### src/rtl/uart_pkg.sv
// Shared constants for the UART transmitter: FSM state codes,
// parity-mode codes, per-frame config bundle and parity helper.
package uart_pkg;

    localparam logic [2:0] ST_IDLE   = 3'd0;
    localparam logic [2:0] ST_START  = 3'd1;
    localparam logic [2:0] ST_DATA   = 3'd2;
    localparam logic [2:0] ST_PARITY = 3'd3;
    localparam logic [2:0] ST_STOP   = 3'd4;
    localparam logic [2:0] ST_BREAK  = 3'd5;

    localparam logic [1:0] PAR_SPACE = 2'b00;
    localparam logic [1:0] PAR_MARK  = 2'b01;
    localparam logic [1:0] PAR_EVEN  = 2'b10;
    localparam logic [1:0] PAR_ODD   = 2'b11;

    typedef struct packed {
        logic par_en;
        logic stop2;
    } frame_cfg_t;

    function automatic logic parity_bit(
        input logic [1:0] mode,
        input logic       data_xor
    );
        logic p;
        p = 1'b0;
        unique case (mode)
            PAR_EVEN:  p = data_xor;
            PAR_ODD:   p = ~data_xor;
            PAR_MARK:  p = 1'b1;
            PAR_SPACE: p = 1'b0;
            default:   p = 1'b0;
        endcase
        return p;
    endfunction

endpackage

### src/rtl/uart_tx_fifo_if.sv
// Valid/ready character stream into the UART transmit FIFO.
// Signals: s_data (character), s_valid (producer), s_ready (not-full).
interface uart_tx_fifo_if #(
    parameter int DATA_W = 8
);
    logic [DATA_W-1:0] s_data;
    logic              s_valid;
    logic              s_ready;

    modport master (output s_data, output s_valid, input s_ready);
    modport slave  (input s_data, input s_valid, output s_ready);
endinterface

### src/rtl/uart_fifo.sv
// Synchronous FIFO, power-of-two depth, occupancy counter.
// Ports: push/wdata/full in, pop/rdata/empty out, level = occupancy.
module uart_fifo #(
    parameter int WIDTH = 8,
    parameter int DEPTH = 16
) (
    input  logic                     clk,
    input  logic                     rst_n,
    input  logic                     push,
    input  logic [WIDTH-1:0]         wdata,
    output logic                     full,
    input  logic                     pop,
    output logic [WIDTH-1:0]         rdata,
    output logic                     empty,
    output logic [$clog2(DEPTH):0]   level
);
    localparam int AW = $clog2(DEPTH);

    logic [WIDTH-1:0] mem [DEPTH];
    logic [AW-1:0]    wr_ptr;
    logic [AW-1:0]    rd_ptr;
    logic [AW:0]      count;
    logic             do_push;
    logic             do_pop;

    assign full    = (count == (AW+1)'(DEPTH));
    assign empty   = (count == '0);
    assign do_push = push & ~full;
    assign do_pop  = pop & ~empty;
    assign rdata   = mem[rd_ptr];
    assign level   = count;

    always_ff @(posedge clk) begin
        if (do_push) mem[wr_ptr] <= wdata;
    end

    // Pointers wrap naturally since DEPTH is a power of two.
    always_ff @(posedge clk or negedge rst_n) begin
        if (!rst_n) begin
            wr_ptr <= '0;
            rd_ptr <= '0;
            count  <= '0;
        end else begin
            if (do_push) wr_ptr <= wr_ptr + AW'(1);
            if (do_pop)  rd_ptr <= rd_ptr + AW'(1);
            unique case ({do_push, do_pop})
                2'b10:   count <= count + (AW+1)'(1);
                2'b01:   count <= count - (AW+1)'(1);
                default: count <= count;
            endcase
        end
    end

endmodule

### src/rtl/uart_tx_fifo.sv
// UART transmitter with transmit FIFO, parity, 1/2 stop bits and break.
// Ports: clk, rst_n, s (char stream), line config inputs, tx, level, busy.
module uart_tx_fifo
    import uart_pkg::*;
#(
    parameter int DATA_W     = 8,
    parameter int FIFO_DEPTH = 16,
    parameter int DIV_W      = 16
) (
    input  logic                          clk,
    input  logic                          rst_n,
    uart_tx_fifo_if.slave                 s,
    output logic                          tx,
    input  logic [DIV_W-1:0]              baud_div,
    input  logic                          tx_en,
    input  logic                          parity_en,
    input  logic [1:0]                    parity_mode,
    input  logic                          stop_bits,
    input  logic                          break_req,
    output logic [$clog2(FIFO_DEPTH):0]   level,
    output logic                          busy
);
    localparam int IW = $clog2(DATA_W);
    localparam logic [IW-1:0] LAST_BIT = IW'(DATA_W - 1);

    logic [2:0]        state;
    logic [DIV_W-1:0]  baud_cnt;
    logic [DIV_W-1:0]  div_q;
    logic [DATA_W-1:0] shreg;
    logic [IW-1:0]     bit_idx;
    frame_cfg_t        cfg_q;
    logic              par_q;
    logic              stop_last;
    logic              tx_q;
    logic              tx_next;
    logic              tick;
    logic              can_start;
    logic              pop;
    logic              fifo_full;
    logic              fifo_empty;
    logic [DATA_W-1:0] fifo_rdata;

    uart_fifo #(
        .WIDTH (DATA_W),
        .DEPTH (FIFO_DEPTH)
    ) u_fifo (
        .clk   (clk),
        .rst_n (rst_n),
        .push  (s.s_valid),
        .wdata (s.s_data),
        .full  (fifo_full),
        .pop   (pop),
        .rdata (fifo_rdata),
        .empty (fifo_empty),
        .level (level)
    );

    assign s.s_ready = ~fifo_full;
    assign busy      = (state != ST_IDLE);
    assign tx        = tx_q;
    assign tick      = (baud_cnt == '0);
    assign can_start = ~fifo_empty & tx_en & ~break_req;

    // A frame starts from IDLE or straight out of the final stop bit.
    assign pop = can_start &
                 ((state == ST_IDLE) |
                  ((state == ST_STOP) & tick & stop_last));

    // Line level follows the state held during the previous cycle.
    always_comb begin
        tx_next = 1'b1;
        unique case (state)
            ST_START:  tx_next = 1'b0;
            ST_BREAK:  tx_next = 1'b0;
            ST_DATA:   tx_next = shreg[0];
            ST_PARITY: tx_next = par_q;
            default:   tx_next = 1'b1;
        endcase
    end

    always_ff @(posedge clk or negedge rst_n) begin
        if (!rst_n) begin
            state     <= ST_IDLE;
            baud_cnt  <= '0;
            div_q     <= '0;
            shreg     <= '0;
            bit_idx   <= '0;
            cfg_q     <= '0;
            par_q     <= 1'b0;
            stop_last <= 1'b0;
            tx_q      <= 1'b1;
        end else begin
            tx_q <= tx_next;

            if (state != ST_IDLE && state != ST_BREAK)
                baud_cnt <= tick ? div_q : baud_cnt - 1'b1;

            unique case (state)
                ST_IDLE: begin
                    if (break_req) begin
                        state <= ST_BREAK;
                        div_q <= baud_div;
                    end
                end
                ST_BREAK: begin
                    if (!break_req) begin
                        state     <= ST_STOP;
                        stop_last <= 1'b1;
                        baud_cnt  <= div_q;
                    end
                end
                ST_START: begin
                    if (tick) begin
                        state   <= ST_DATA;
                        bit_idx <= '0;
                    end
                end
                ST_DATA: begin
                    if (tick) begin
                        shreg <= shreg >> 1;
                        if (bit_idx == LAST_BIT) begin
                            state <= cfg_q.par_en ? ST_PARITY : ST_STOP;
                            stop_last <= ~cfg_q.stop2;
                        end else begin
                            bit_idx <= bit_idx + 1'b1;
                        end
                    end
                end
                ST_PARITY: begin
                    if (tick) begin
                        state     <= ST_STOP;
                        stop_last <= ~cfg_q.stop2;
                    end
                end
                ST_STOP: begin
                    if (tick) begin
                        if (!stop_last) begin
                            stop_last <= 1'b1;
                        end else begin
                            state    <= ST_IDLE;
                            baud_cnt <= '0;
                        end
                    end
                end
                default: state <= ST_IDLE;
            endcase

            // Frame load overrides the STOP->IDLE exit for back-to-back.
            if (pop) begin
                state    <= ST_START;
                shreg    <= fifo_rdata;
                par_q    <= parity_bit(parity_mode, ^fifo_rdata);
                cfg_q    <= '{par_en: parity_en, stop2: stop_bits};
                div_q    <= baud_div;
                baud_cnt <= baud_div;
            end
        end
    end

endmodule

### src/flat_wrapper.sv
// flat-port wrapper written by rule: the top's interface ports become plain ports
module uart_tx_fifo_flat import uart_pkg::*;
#(
    parameter int DATA_W     = 8,
    parameter int FIFO_DEPTH = 16,
    parameter int DIV_W      = 16
)
  (clk, rst_n, tx, baud_div, tx_en, parity_en, parity_mode, stop_bits, break_req, level, busy, s_s_data, s_s_valid, s_s_ready);
  uart_tx_fifo_if #(.DATA_W(DATA_W)) s_i ();
  input  logic clk;
  input  logic rst_n;
  output logic tx;
  input  logic [DIV_W-1:0] baud_div;
  input  logic tx_en;
  input  logic parity_en;
  input  logic [1:0] parity_mode;
  input  logic stop_bits;
  input  logic break_req;
  output logic [$clog2(FIFO_DEPTH):0] level;
  output logic busy;
  input wire logic [$bits(s_i.s_data)-1:0] s_s_data;
  input wire logic [$bits(s_i.s_valid)-1:0] s_s_valid;
  output wire logic [$bits(s_i.s_ready)-1:0] s_s_ready;
  assign s_i.s_data = s_s_data;
  assign s_i.s_valid = s_s_valid;
  assign s_s_ready = s_i.s_ready;
  uart_tx_fifo #(.DATA_W(DATA_W), .FIFO_DEPTH(FIFO_DEPTH), .DIV_W(DIV_W)) u_core (.clk(clk), .rst_n(rst_n), .s(s_i), .tx(tx), .baud_div(baud_div), .tx_en(tx_en), .parity_en(parity_en), .parity_mode(parity_mode), .stop_bits(stop_bits), .break_req(break_req), .level(level), .busy(busy));
endmodule
### config.mk
export PLATFORM = sky130hd
export DESIGN_NAME = uart_tx_fifo_flat
export DESIGN_NICKNAME = d
export VERILOG_FILES = /design/src/rtl/uart_pkg.sv /design/src/rtl/uart_tx_fifo_if.sv /design/src/rtl/uart_fifo.sv /design/src/rtl/uart_tx_fifo.sv /design/src/flat_wrapper.sv
export SDC_FILE = /design/constraint.sdc
export NUM_CORES = 1
export LEC_CHECK = 0
export ABC_AREA = 1
export CAP_MARGIN = 0
export CORE_MARGIN = 2
export CORE_UTILIZATION = 45
export CTS_CLUSTER_DIAMETER = 60
export DETAILED_ROUTE_END_ITERATION = 10
export GPL_TIMING_DRIVEN = 0
export SYNTH_ARGS = -nofsm -noshare
export SYNTH_HDL_FRONTEND = slang
export SYNTH_SLANG_ARGS = --single-unit
### constraint.sdc
create_clock -name clk -period 5.2 [get_ports clk]
set_input_delay 1.04 -clock clk [delete_from_list [all_inputs] [get_ports clk]]
set_output_delay 1.04 -clock clk [all_outputs]
set_load 0.01 [all_outputs]
==> impl_metrics.yaml <==
run_status:
  status: "completed"
synth:
  synth.area.top_cells: "edfxtp_1, dfrtp_1, nand2_1"
  syn_nets: 1050
  netlist_area_sq_um: 9450
  synth_cell_types: 47
  yosys.area.top_type: "edfxtp_1"
  ys_ff_latch: 192
  syn_avg_cell_area_sq_um: 9.40
  yosysWarnings: 0
  yosysSeqAreaShare: 0.576
  syn_inst: 1006
  synth_top_area_share: 0.407
sta:
  timing.fmax_mhz: 278
  relSlewSlack: 0.325
  fin_ws_ps: 1600
  timing.final.crit_share: 0.691
  worst_pin_slew_ps: 1010
  final.min_clock_period_ps: 3600
  finalSetupViolations: 0
  fin_tns_setup_ps: 0
  final_hold_viol_count: 0
  rsz0062_at_grt: "false"
  drv_slew: 0
  skew_ps: 13.1
final_layout:
  fin_area_sq_um: 10800
  final_common_cell: "nand2_1"
  fillCellCount: 1907
  nNetsFinal: 1109
  layout.cells.non_filler: 1353
  areaGrowthSynthToFinish_pct: 14.5
  drive_above_1_share: 0.112
  layout_common_cells: "nand2_1, edfxtp_1, nor2_1"
  n_antenna_cell: 0
pwr:
  switchingPower_mw: 2.77
  pwr-share-clk: 0.212
  power_density_nw_per_um2: 599
  p_seq_frac: 0.338
  p_int_mw: 3.71
  p_leak_nw: 4.43
  ir_worst_vdd_mv: 0.283
  comb_power_share: 0.449
  switching_share: 0.427
drt:
  drt-initial-drc-count: 509
  drt_wl_total_microns: 22500
  ant_nets: 0
  avgViaCountPerCell: 5.12
  wire_per_inst_microns: 16.6
  firstDrtPassIters: 5
  route.detailed.drc: 0
  vias: 6930
job:
  drv_cap: 0
clock_network:
  cts_tree: "yes"
  root_buffer: "clkbuf_16"
  cts.sinks: 192
  cts_setup_buffers: 0
  cts_buffer_depth: 2
  cts.repair.resized: 0
  h-tree-depth: 4
  cts_made_buffers: 17
  clk_pin_slew_ps: 80
  insertion_delay_ps: 440
  cts-hold-fix-buffers: 0
global_routing:
  grtUsageTotal: 0.214
  grt_pass1_wl_microns: 36200
  grt_max_degree: 65
  grt_overflow_total: 0
  antenna_found_initial: 0
  grt_pass1_vias: 6799
placement:
  io_buffers: 40
  dp.cells: 1321
  pre_cts_slack_ps: 1320
  routabilityCongestion: 0.829
  place_area_sq_um: 10200
  place_hpwl_microns: 15600
setup_path:
  end_kind: "register"
  critPathKind: "reg -> reg"
  startpoint_type: "register"
  arrival_ps: 3910
  path_max_fanout: 11
  worstPathRequired_ps: 5520
hold_path:
  hold_class: "reg -> reg"
die:
  die_w_microns: 149
  start_util: 0.454
  core-area_sq_um: 20800
  pin_count: 41
  rows: 53
  die_area_sq_um: 22200
  die_h_microns: 149
-- flip-flops by register name (all words and copies together), names as in the netlist, 3 cells and up --
| register | flops |
|---|---|
| u_core.baud_cnt | 16 |
| u_core.bit_idx | 3 |
| u_core.div_q | 16 |
| u_core.shreg | 8 |
| u_core.state | 3 |
| u_core.u_fifo.level | 5 |
| u_core.u_fifo.mem | 128 |
| u_core.u_fifo.rd_ptr | 4 |
| u_core.u_fifo.wr_ptr | 4 |
-- metal layers --
| layer | GRT usage | vias to the layer above | routed length, microns |
|---|---|---|---|
| met4 | 0.0762 | 0 | 452 |
| li1 | - | 3479 | - |
| met3 | 0.0373 | 34 | 1080 |
| met2 | 0.361 | 173 | 11000 |
| met1 | 0.279 | 3244 | 9920 |
| met5 | 0 | - | 0 |
-- area by class of cell --
type | count | area (sq um) | share of cell area
buffer | 39 | 264 | 0.0244
clock buffer | 17 | 425 | 0.0393
clock inverter | 15 | 208 | 0.0192
inverter | 83 | 313 | 0.0289
multi-input combinational | 692 | 3430 | 0.317
sequential | 192 | 5450 | 0.503
tap | 275 | 344 | 0.0318
timing repair buffer | 40 | 398 | 0.0367
-- worst max-delay path: stages (launching register included) --
cell and delay (ps):
dfrtp_1 380, inv_1 130, ha_1 240, nand3_1 180
nor2_4 200, nand4_4 200, o31ai_2 240, nand2_1 130
inv_1 90, buf_4 210, ha_1 330, xor2_1 130
ha_1 190, a21oi_1 160, nor2_1 90, a31oi_1 130
inv_1 60, a21oi_1 110, o21ai_0 110, xnor2_1 140
-- logic make-up after synthesis --
logic type	after synthesis	synth area share
AO/OA/AOI/OAI	145	0.0912
AND/OR/NAND/NOR	506	0.228
flip-flops	192	0.576
adder cells (fa/ha/maj)	11	0.0146
multiplexers	3	0.00357
XOR/XNOR	27	0.0250
buffers and inverters	122	0.0610
-- power by group through the flow --
stage	logic, mW	clock network (mW)	registers [mW]
floorplan	2.16	0	2.18
finish	2.91	1.38	2.19
global placement	2.89	0	2.23
global route	3.32	1.46	2.24
detailed placement	2.93	0	2.22
CTS	2.93	1.40	2.20
-- cells in the mapped netlist, drive strengths merged --
cell and n:
a211oi 1, a21oi 27, a22oi 1, a31oi 4, a32o 3, buf 32
clkbuf 7, clkinv 3, dfrtp 63, dfstp 1, edfxtp 128, ha 11
inv 80, mux2 3, nand2 301, nand3 72, nand4 7, nor2 120
nor3 6, o2111ai 2, o211ai 12, o21a 5, o21ai 74, o21bai 2
o221ai 2, o22ai 9, o31ai 2, o32ai 1, xnor2 11, xor2 16
-- per-stage QoR --
stage	utilization	hold WS [ps]	power, mW
floorplan	-	449	4.33
global placement	0.490	468	5.12
detailed placement	0.490	480	5.15
CTS	0.520	502	6.53
global route	0.520	532	7.02
finish	0.520	495	6.49
-- final timing paths --
| check | from | end | slack (ps) | cells past startpoint |
|---|---|---|---|---|
| worst max-delay path | u_core.baud_cnt[0] | u_core.u_fifo.level[4] | 1600 | 19 |
| worst min-delay path | u_core.par_q | u_core.par_q | 490 | 2 |
| worst max register to register | u_core.baud_cnt[0] | u_core.u_fifo.level[4] | 1600 | 19 |
| worst min register to register | u_core.par_q | u_core.par_q | 490 | 2 |
| max in group asynchronous | rst_n | u_core.div_q[11] | 3920 | 1 |
| min in group asynchronous | rst_n | u_core.cfg_q[1] | 710 | 1 |
(Power assumes the default switching activity.)
==> RTL edit, RTL diff (config.mk and constraints unchanged) <==
The output `tx` loses its register stage (`tx_q` becomes a continuous assignment).
--- a/src/rtl/uart_tx_fifo.sv
+++ b/src/rtl/uart_tx_fifo.sv
@@ -89,7 +89,5 @@
             par_q     <= 1'b0;
             stop_last <= 1'b0;
-            tx_q      <= 1'b1;
         end else begin
-            tx_q <= tx_next;
 
             if (state != ST_IDLE && state != ST_BREAK)
@@ -158,4 +156,6 @@
     end
 
+    assign tx_q = tx_next;
+
 endmodule
 
Behaviour: not the same (Yosys sat finds a counterexample within 4 cycles, from zero or initial values and one cycle with rst_n low).
==> RTL edit against the original RTL <==
Wire length grew 2.5%. Critical path depth is the same. Largest cell class unchanged. Final area shrank 0.47%. Area after synthesis shrank 0.28%. Sequential cell count shrank 1. Total power is essentially flat. Setup slack lost 0.012 ns.
==> RTL edit: results (changes against the original RTL) <==
[routing]
vias_per_cell=5.201  ; +1.5%
detail_route.wl_per_cell_um=17.09  ; +3.0%
totalWireLength_mm=23.02  ; +2.5%

[global_routing]
grt_pass1_wl_mm=36.42  ; +0.50%
grt_max_degree=64  ; -1.5%
grt_pass1_vias=6749  ; -0.74%
grt_usage=0.2169  ; +0.002676

[layout]
num-nets-final=1108  ; -0.090%
drive_gt1_frac=0.1123  ; about the same

[synth]
synth_seq_area_share=0.5750  ; -0.001181
synthCells=1005  ; -0.099%
syn_nets=1049  ; -0.095%
synthTopCellsByArea=edfxtp_1 (41%), dfrtp_1 (17%), nand2_1 (11%)
synthArstFlopShare=0.3298  ; -0.003490
ys_types=46  ; -2.1%

[worst_setup_path]
cp.arrival_ns=3.92  ; about the same

[timing]
worst_pin_slew_ns=0.9711  ; -0.03753 ns
fin_skew_ns=0.02117  ; +0.008050 ns

[placement]
placedInstanceArea_um2=10160  ; -0.32%
preCtsSetupSlack_ns=1.297  ; -0.02675 ns
gp_congestion=0.8443  ; +1.9%
hpwl_mm=15.84  ; +1.6%

[power_and_ir_drop]
cellLeakagePower_nw=4.409  ; -0.36%
ir_drop_mv=0.2869  ; +1.4%

[status]
status=finished, final reports clean

RTL edit: changes by cell type after synthesis, sizes merged:
cell and change:
dfstp -1
RTL edit: cell type report:
cell class                      instances  area [um2]
Inverter                               83       312.8
Tap cell                              270       337.8
Clock buffer                           17       425.4
Clock inverter                         15       188.9
Buffer                                 39       264.0
Sequential cell                       191        5420
Fill cell                            1888        9588
Timing Repair Buffer                   40       397.9
Multi-Input combinational cell        692        3430
RTL edit: power by group:
group	leakage, nW	internal, mW	switching, mW
sequential	1.93	1.96	0.223
clock	0.300	0.668	0.687
combinational	2.18	1.04	1.91
total	4.41	3.67	2.82
RTL edit: logic make-up (layout without fill, tap and decap cells):
logic type | count (synthesis) | count (layout) | synth area share
buffers and inverters | 122 | 194 | 0.06119
flip-flops | 191 | 191 | 0.5750
multiplexers | 3 | 3 | 0.003583
AO/OA/AOI/OAI | 145 | 145 | 0.09145
AND/OR/NAND/NOR | 506 | 506 | 0.2291
XOR/XNOR | 27 | 27 | 0.02509
adder cells (fa/ha/maj) | 11 | 11 | 0.01460
RTL edit: final timing paths:
check                                                          end  slack (ns)                    startpoint  depth (start not counted)
worst max-delay path            u_core.u_fifo.level[4]$_DFFE_PN0P_        1.59  u_core.baud_cnt[0]$_DFF_PN0_                         19
worst min-delay path                      u_core.par_q$_DFFE_PN0P_        0.49      u_core.par_q$_DFFE_PN0P_                          2
worst max register to register  u_core.u_fifo.level[4]$_DFFE_PN0P_        1.59  u_core.baud_cnt[0]$_DFF_PN0_                         19
worst min register to register            u_core.par_q$_DFFE_PN0P_        0.49      u_core.par_q$_DFFE_PN0P_                          2
max in group asynchronous       u_core.u_fifo.level[3]$_DFFE_PN0P_        3.91                         rst_n                          1
min in group asynchronous            u_core.bit_idx[2]$_DFFE_PN0P_        0.72                         rst_n                          1
RTL edit: routing by layer:
layer  part of all wire  global-route usage  wire length [um]
met5                  0                   0                 0
met4              0.018             0.07381               409
met3              0.051             0.03639              1165
met2               0.49              0.3731             11340
met1               0.44              0.2797             10110
RTL edit: worst register-to-register path, cell delays in order, from the launching register on:
cell and delay, ns:
dfrtp_1 0.38, inv_1 0.13, ha_1 0.25, nand3_1 0.19
nor2_4 0.21, nand4_4 0.21, o31ai_2 0.25, nand2_1 0.13
inv_1 0.09, buf_4 0.21, ha_1 0.33, xor2_1 0.13
ha_1 0.19, a21oi_1 0.16, nor2_1 0.09, a31oi_1 0.13
inv_1 0.06, a21oi_1 0.12, o21ai_0 0.11, xnor2_1 0.14
